## config.mk

```make
export PLATFORM = sky130hd
export DESIGN_NAME = mem_access_stage
export DESIGN_NICKNAME = d
export VERILOG_FILES = /design/src/rtl/mem_access_stage.sv
export SDC_FILE = /design/constraint.sdc
export NUM_CORES = 1
export LEC_CHECK = 0
export CORE_ASPECT_RATIO = 1.75
export CORE_MARGIN = 2
export CORE_UTILIZATION = 48
export CTS_CLUSTER_DIAMETER = 60
export DETAILED_ROUTE_END_ITERATION = 7
export PLACE_DENSITY = 0.86
export SLEW_MARGIN = 25
export SYNTH_ARGS = -nofsm -noshare
export SYNTH_HDL_FRONTEND = slang
export SYNTH_SLANG_ARGS = --single-unit
```

## constraint.sdc

```tcl
create_clock -name Clock -period 11.7 [get_ports Clock]
set_clock_uncertainty 0.1 [all_clocks]
set_input_delay 2.34 -clock Clock [delete_from_list [all_inputs] [get_ports Clock]]
set_output_delay 2.34 -clock Clock [all_outputs]
set_load 0.01 [all_outputs]
```

## src/rtl/mem_access_stage.sv

```systemverilog
// mem_access_stage
//   MIPS memory stage. Takes the EX/MEM operands, runs word/half/byte loads
//   and stores against a handshaked data memory, and registers the result
//   into the MEM/WB register. While an access is outstanding it holds the
//   upstream pipeline and feeds bubbles to write-back.
//
//   Ports
//     Clock, Reset           pipeline clock; asynchronous active-high reset
//     in_valid .. rDest      EX/MEM operands (control, address, store data)
//     Stall                  upstream must hold EX/MEM contents this cycle
//     mem_req .. mem_rdata   data-memory handshake; request held until mem_ready
//     wb_*                   MEM/WB register fields
//     AlignErr               sticky misalignment flag
//
//   Build option
//     MEM_ALIGN_CHECK_EN  misaligned half/word accesses skip memory, reach
//                         write-back with RegWrite cleared and set AlignErr.
//                         When undefined, low address bits are ignored for
//                         alignment and AlignErr is tied 0.
module mem_access_stage #(
    parameter int ADDR_W = 32
) (
    input  logic              Clock,
    input  logic              Reset,
    input  logic              in_valid,
    input  logic              MemRead,
    input  logic              MemWrite,
    input  logic [1:0]        MemSize,
    input  logic              MemSigned,
    input  logic              RegWrite,
    input  logic              MemToReg,
    input  logic [31:0]       ALUResult,
    input  logic [31:0]       WriteData,
    input  logic [4:0]        rDest,
    output logic              Stall,
    output logic              mem_req,
    output logic              mem_we,
    output logic [ADDR_W-1:0] mem_addr,
    output logic [3:0]        mem_be,
    output logic [31:0]       mem_wdata,
    input  logic              mem_ready,
    input  logic [31:0]       mem_rdata,
    output logic              wb_valid,
    output logic              wb_RegWrite,
    output logic              wb_MemToReg,
    output logic [31:0]       wb_R_Data,
    output logic [31:0]       wb_ALUResult,
    output logic [4:0]        wb_rDestSelected,
    output logic              AlignErr
);

    typedef enum logic {IDLE, ACCESS} state_t;
    state_t state;

    logic       isMem, isWord, isHalf, isByte, misalign;
    logic [1:0] off;
    logic [3:0] beNext;
    logic [31:0] wdataNext;

    assign isMem  = MemRead | MemWrite;
    assign off    = ALUResult[1:0];
    assign isHalf = (MemSize == 2'b01);
    assign isByte = (MemSize == 2'b10);
    assign isWord = !isHalf && !isByte;   // 11 behaves as word

`ifdef MEM_ALIGN_CHECK_EN
    assign misalign = (isHalf && off[0]) || (isWord && (off != 2'b00));
`else
    assign misalign = 1'b0;
`endif

    // Lane enables and lane-replicated store data for the incoming op.
    always_comb begin
        beNext    = 4'b1111;
        wdataNext = WriteData;
        if (isHalf) begin
            beNext    = off[1] ? 4'b1100 : 4'b0011;
            wdataNext = {2{WriteData[15:0]}};
        end else if (isByte) begin
            beNext    = 4'b0001 << off;
            wdataNext = {4{WriteData[7:0]}};
        end
    end

    // Fields of the instruction held across the access.
    logic        lStore, lRegWrite, lMemToReg, lHalf, lByte, lSigned;
    logic [1:0]  lOff;
    logic [31:0] lALU;
    logic [4:0]  lRDest;

    // Load extraction: right-justify the addressed lane, then extend.
    logic [31:0] shifted, loadData;
    assign shifted = mem_rdata >> {lOff, 3'b000};
    always_comb begin
        loadData = mem_rdata;
        if (lByte)
            loadData = {{24{lSigned & shifted[7]}}, shifted[7:0]};
        else if (lHalf)
            loadData = {{16{lSigned & shifted[15]}}, shifted[15:0]};
    end

    assign Stall = !Reset &&
                   (((state == IDLE) && in_valid && isMem && !misalign) ||
                    ((state == ACCESS) && !mem_ready));

    always_ff @(posedge Clock or posedge Reset) begin
        if (Reset) begin
            state <= IDLE;
            mem_req <= 1'b0; mem_we <= 1'b0; mem_addr <= '0;
            mem_be <= 4'b0; mem_wdata <= 32'b0;
            wb_valid <= 1'b0; wb_RegWrite <= 1'b0; wb_MemToReg <= 1'b0;
            wb_R_Data <= 32'b0; wb_ALUResult <= 32'b0; wb_rDestSelected <= 5'b0;
            lStore <= 1'b0; lRegWrite <= 1'b0; lMemToReg <= 1'b0;
            lHalf <= 1'b0; lByte <= 1'b0; lSigned <= 1'b0; lOff <= 2'b0;
            lALU <= 32'b0; lRDest <= 5'b0;
        end else begin
            // Bubble unless a branch below loads a real instruction.
            wb_valid <= 1'b0; wb_RegWrite <= 1'b0; wb_MemToReg <= 1'b0;
            wb_R_Data <= 32'b0; wb_ALUResult <= 32'b0; wb_rDestSelected <= 5'b0;
            case (state)
                IDLE: begin
                    if (in_valid && isMem && !misalign) begin
                        lStore <= MemWrite;   // read+write counts as store
                        lRegWrite <= RegWrite; lMemToReg <= MemToReg;
                        lHalf <= isHalf; lByte <= isByte; lSigned <= MemSigned;
                        lOff <= off; lALU <= ALUResult; lRDest <= rDest;
                        mem_req   <= 1'b1;
                        mem_we    <= MemWrite;
                        mem_addr  <= {ALUResult[ADDR_W-1:2], 2'b00};
                        mem_be    <= beNext;
                        mem_wdata <= wdataNext;
                        state     <= ACCESS;
                    end else if (in_valid) begin
                        // Non-memory op, or a rejected misaligned access.
                        wb_valid <= 1'b1;
                        wb_RegWrite <= RegWrite && !isMem;
                        wb_MemToReg <= MemToReg;
                        wb_ALUResult <= ALUResult;
                        wb_rDestSelected <= rDest;
                    end
                end
                ACCESS: begin
                    if (mem_ready) begin
                        mem_req <= 1'b0;
                        wb_valid <= 1'b1;
                        wb_RegWrite <= lRegWrite;
                        wb_MemToReg <= lMemToReg;
                        wb_R_Data <= lStore ? 32'b0 : loadData;
                        wb_ALUResult <= lALU;
                        wb_rDestSelected <= lRDest;
                        state <= IDLE;
                    end
                end
                default: state <= IDLE;
            endcase
        end
    end

`ifdef MEM_ALIGN_CHECK_EN
    always_ff @(posedge Clock or posedge Reset) begin
        if (Reset)
            AlignErr <= 1'b0;
        else if ((state == IDLE) && in_valid && isMem && misalign)
            AlignErr <= 1'b1;
    end
`else
    assign AlignErr = 1'b0;
`endif

endmodule
```

==> metrics <==
Tot GR Track Use=between 20% and 30%; sequential power share=a little over two fifths; CTS resizes=0; Layout fillers=1045; cell internal pwr=around 1.1 mW; total gr overflow=0; first-pass GRT wire length=about 30 mm; kind of critical path=in2out; vias in the first global route=5690; P_sw=about 0.49 mW; CTS tree=yes; worst setup margin=5.23 ns; layout cells sized above 1=7.30%; gp weighted congestion=slightly below 0.9; Final Power=1.60 mW; RSZ-0062 raised after global routing=no; Final Net Count=approximately 960; cts bufs inserted=17; DRC errors left=0; worst vdd ir=roughly 0.00011 V; Avg Cell Area, Syn=just over 10 µm²; DR WL/cell=18.3 µm; PortBufs=252; crit start category=input port; P&R area growth vs syn=43.5%; placed cell count=roughly 1000; antenna viol nets, final=0; CTS sink cnt=153; CTS Hold Bufs=0; run status=completed; hpwl dp=13.7 mm; HP Class=reg2reg; Core Area=about 14000 µm²; vias=between 5000 and 6000; Hold Vio Cnt, Final=0; Cell Rows=57; Non-Filler Instances=about 1000; register area share after synthesis=a little under three fifths; dpl ws=about 5.2 ns; First DRT Iteration DRCs=between 200 and 250; Tcrit/Tclk final=between 50% and 60%; relative slew slack=34.0%; Die Ht=approximately 160 µm; die width=a little over 90 µm; Placement Cell Area=9090 µm²; CP max FO=3; clk root buf=clkbuf_16; final max-slew violation count=0; sw frac=a little under a third; H-Tree Depth=4; Synthesis Warnings=0; Inserted Diodes=0; hold slack=roughly 0.38 ns; Boundary Pins=roughly 260; design area=9630 µm²; initial core utilization=slightly below 50%; Avg Vias per Cell=5.37; post-CTS setup buffers=0; Max Buffers Root-to-Sink=2; Setup crit end kind=primary output; die area=~15000 µm²; Cell variety after synth=38; PwrDens=166 nW/µm²; clock share of power=31.2%; leakage=about 4.6 nW; Final Util=a little over two thirds; initial antenna violation count=0; Routed WL=roughly 19 mm; transition time at the pin with the least slew margin=just under 1 ns; pin count of the biggest net entering global routing=~100; first-pass iteration count of the detailed router=5; Register-to-Register Path Depth=5; fin crit period=about 6.5 ns; hold path depth=2; Required @ worst endpoint=roughly 9 ns; post-synthesis register bit count=~150; Peak Freq=0.154 GHz; Syn Inst Count=650; Logic pwr share=between 20% and 30%; Setup-failing EPs final=0; clock slew seen by the registers of the worst setup and hold paths=about 0.06 ns; max cap viols=0; Worst EP arrival=4.03 ns; Netlist Area Pre-Place=~6700 µm²; setup TNS=0 ns; clock latency on the worst-skew pair=roughly 0.41 ns
-- area by class of cell --
cell class | instances | area [µm²] | share of cell area, %
multi-input combinational | 414 | 2440 | 25.3
clock buffer | 18 | 429 | 4.46
timing repair buffer | 258 | 2570 | 26.7
clock inverter | 13 | 110 | 1.14
sequential | 153 | 3830 | 39.8
inverter | 7 | 31.3 | 0.325
tap | 177 | 221 | 2.30
-- registers in the layout, indices dropped and copies added, names as in the netlist --
register,flops
lRegWrite,1
lALU,31
lByte,1
wb_valid,1
lMemToReg,1
mem_wdata,32
mem_be,4
wb_MemToReg,1
lOff,1
lHalf,1
state,1
lSigned,1
lStore,1
lRDest,5
wb_RegWrite,1
mem_req,1
wb_R_Data,32
wb_rDestSelected,5
wb_ALUResult,32
-- Yosys cell counts, drive strengths merged --
| cell type | n | area (µm²) |
|---|---|---|
| clkbuf | 31 | 116 |
| nor3 | 2 | 21.3 |
| a2bb2oi | 7 | 61.3 |
| clkinv | 1 | 3.75 |
| o221ai | 1 | 8.76 |
| a211o | 7 | 61.3 |
| or2 | 1 | 6.26 |
| dfrtp | 153 | 3830 |
| and4bb | 1 | 12.5 |
| a21oi | 9 | 45.0 |
| mux2 | 15 | 169 |
| nand2b | 4 | 25.0 |
| conb | 1 | 3.75 |
| inv | 6 | 22.5 |
| o22ai | 8 | 50.1 |
| o21ai | 46 | 230 |
| and3 | 1 | 6.26 |
| o211a | 1 | 17.5 |
| a21o | 16 | 120 |
| nor2 | 19 | 73.8 |
| a22o | 40 | 350 |
| nand3 | 2 | 10.0 |
| and2 | 3 | 18.8 |
| buf | 47 | 330 |
| mux2i | 25 | 250 |
| nand2 | 180 | 676 |
| nor2b | 10 | 62.6 |
| o211ai | 1 | 7.51 |
| nand4 | 1 | 6.26 |
| a22oi | 7 | 52.6 |
| o2bb2ai | 1 | 8.76 |
| o21a | 1 | 7.51 |
| mux4 | 2 | 45.0 |
-- worst paths after layout --
check                                         startpoint                        to  slack [ns]
worst max-delay path                            in_valid                     Stall        5.23
worst min-delay path            mem_wdata[1]$_DFFE_PP0P_  mem_wdata[1]$_DFFE_PP0P_        0.38
worst max register to register           state$_DFF_PP0_   wb_R_Data[28]$_DFF_PP0_        9.23
worst min register to register  mem_wdata[1]$_DFFE_PP0P_  mem_wdata[1]$_DFFE_PP0P_        0.38
max in group asynchronous                          Reset   wb_R_Data[11]$_DFF_PP0_        8.22
min in group asynchronous                          Reset       lALU[4]$_DFFE_PP0P_        2.24
-- per-layer routing --
| layer | vias up | wire length, µm | track usage (%) |
|---|---|---|---|
| met5 | - | 0 | 0 |
| li1 | 2569 | - | - |
| met2 | 273 | 10300 | 46.4 |
| met3 | 55 | 1270 | 5.86 |
| met1 | 2688 | 6590 | 28.7 |
| met4 | 0 | 879 | 13.9 |
-- cell families (layout without fill, tap and decap cells) --
group,Yosys count,count (layout),synth area share (%)
AO/OA/AOI/OAI,145,145,15.2
multiplexers,42,42,6.92
flip-flops,153,153,57.1
other,1,3,0.0559
buffers and inverters,85,296,7.05
AND/OR/NAND/NOR,224,224,13.7
-- power by group through the flow --
stage                     Sequential [mW]  Combinational (mW)  Clock, mW
after floorplan                     0.683               0.212          0
after global placement              0.681               0.418          0
after detailed placement            0.683               0.428          0
after CTS                           0.675               0.430      0.511
after global routing                0.686               0.461      0.538
final                               0.675               0.427      0.501
-- critical path, cell delays in order --
cell and delay [ns]:
clkdlybuf4s50_1 0.47, nor2b_1 0.30, o21ai_4 0.10, o21ai_0 0.13
and2_1 0.17, clkdlybuf4s50_1 0.53
-- layout by cell type, fill, tap and decap left out, drive strengths merged --
| cell type | n |
|---|---|
| nand2 | 180 |
| dfrtp | 153 |
| nand4 | 1 |
| o2bb2ai | 1 |
| o21ai | 46 |
| clkinvlp | 5 |
| mux2 | 15 |
| or2 | 1 |
| nor2b | 10 |
| clkdlybuf4s50 | 252 |
| conb | 3 |
| and4bb | 1 |
| o21a | 1 |
| o22ai | 8 |
| a22oi | 7 |
| clkinv | 3 |
| a22o | 40 |
| clkbuf | 18 |
| inv | 12 |
| buf | 6 |
| o221ai | 1 |
| and2 | 3 |
| nand3 | 2 |
| a21o | 16 |
| o211a | 1 |
| mux4 | 2 |
| and3 | 1 |
| mux2i | 25 |
| a211o | 7 |
| a2bb2oi | 7 |
| o211ai | 1 |
| nor3 | 2 |
| a21oi | 9 |
| nor2 | 19 |
| nand2b | 4 |
No activity file was read; power rests on OpenSTA's default activity.
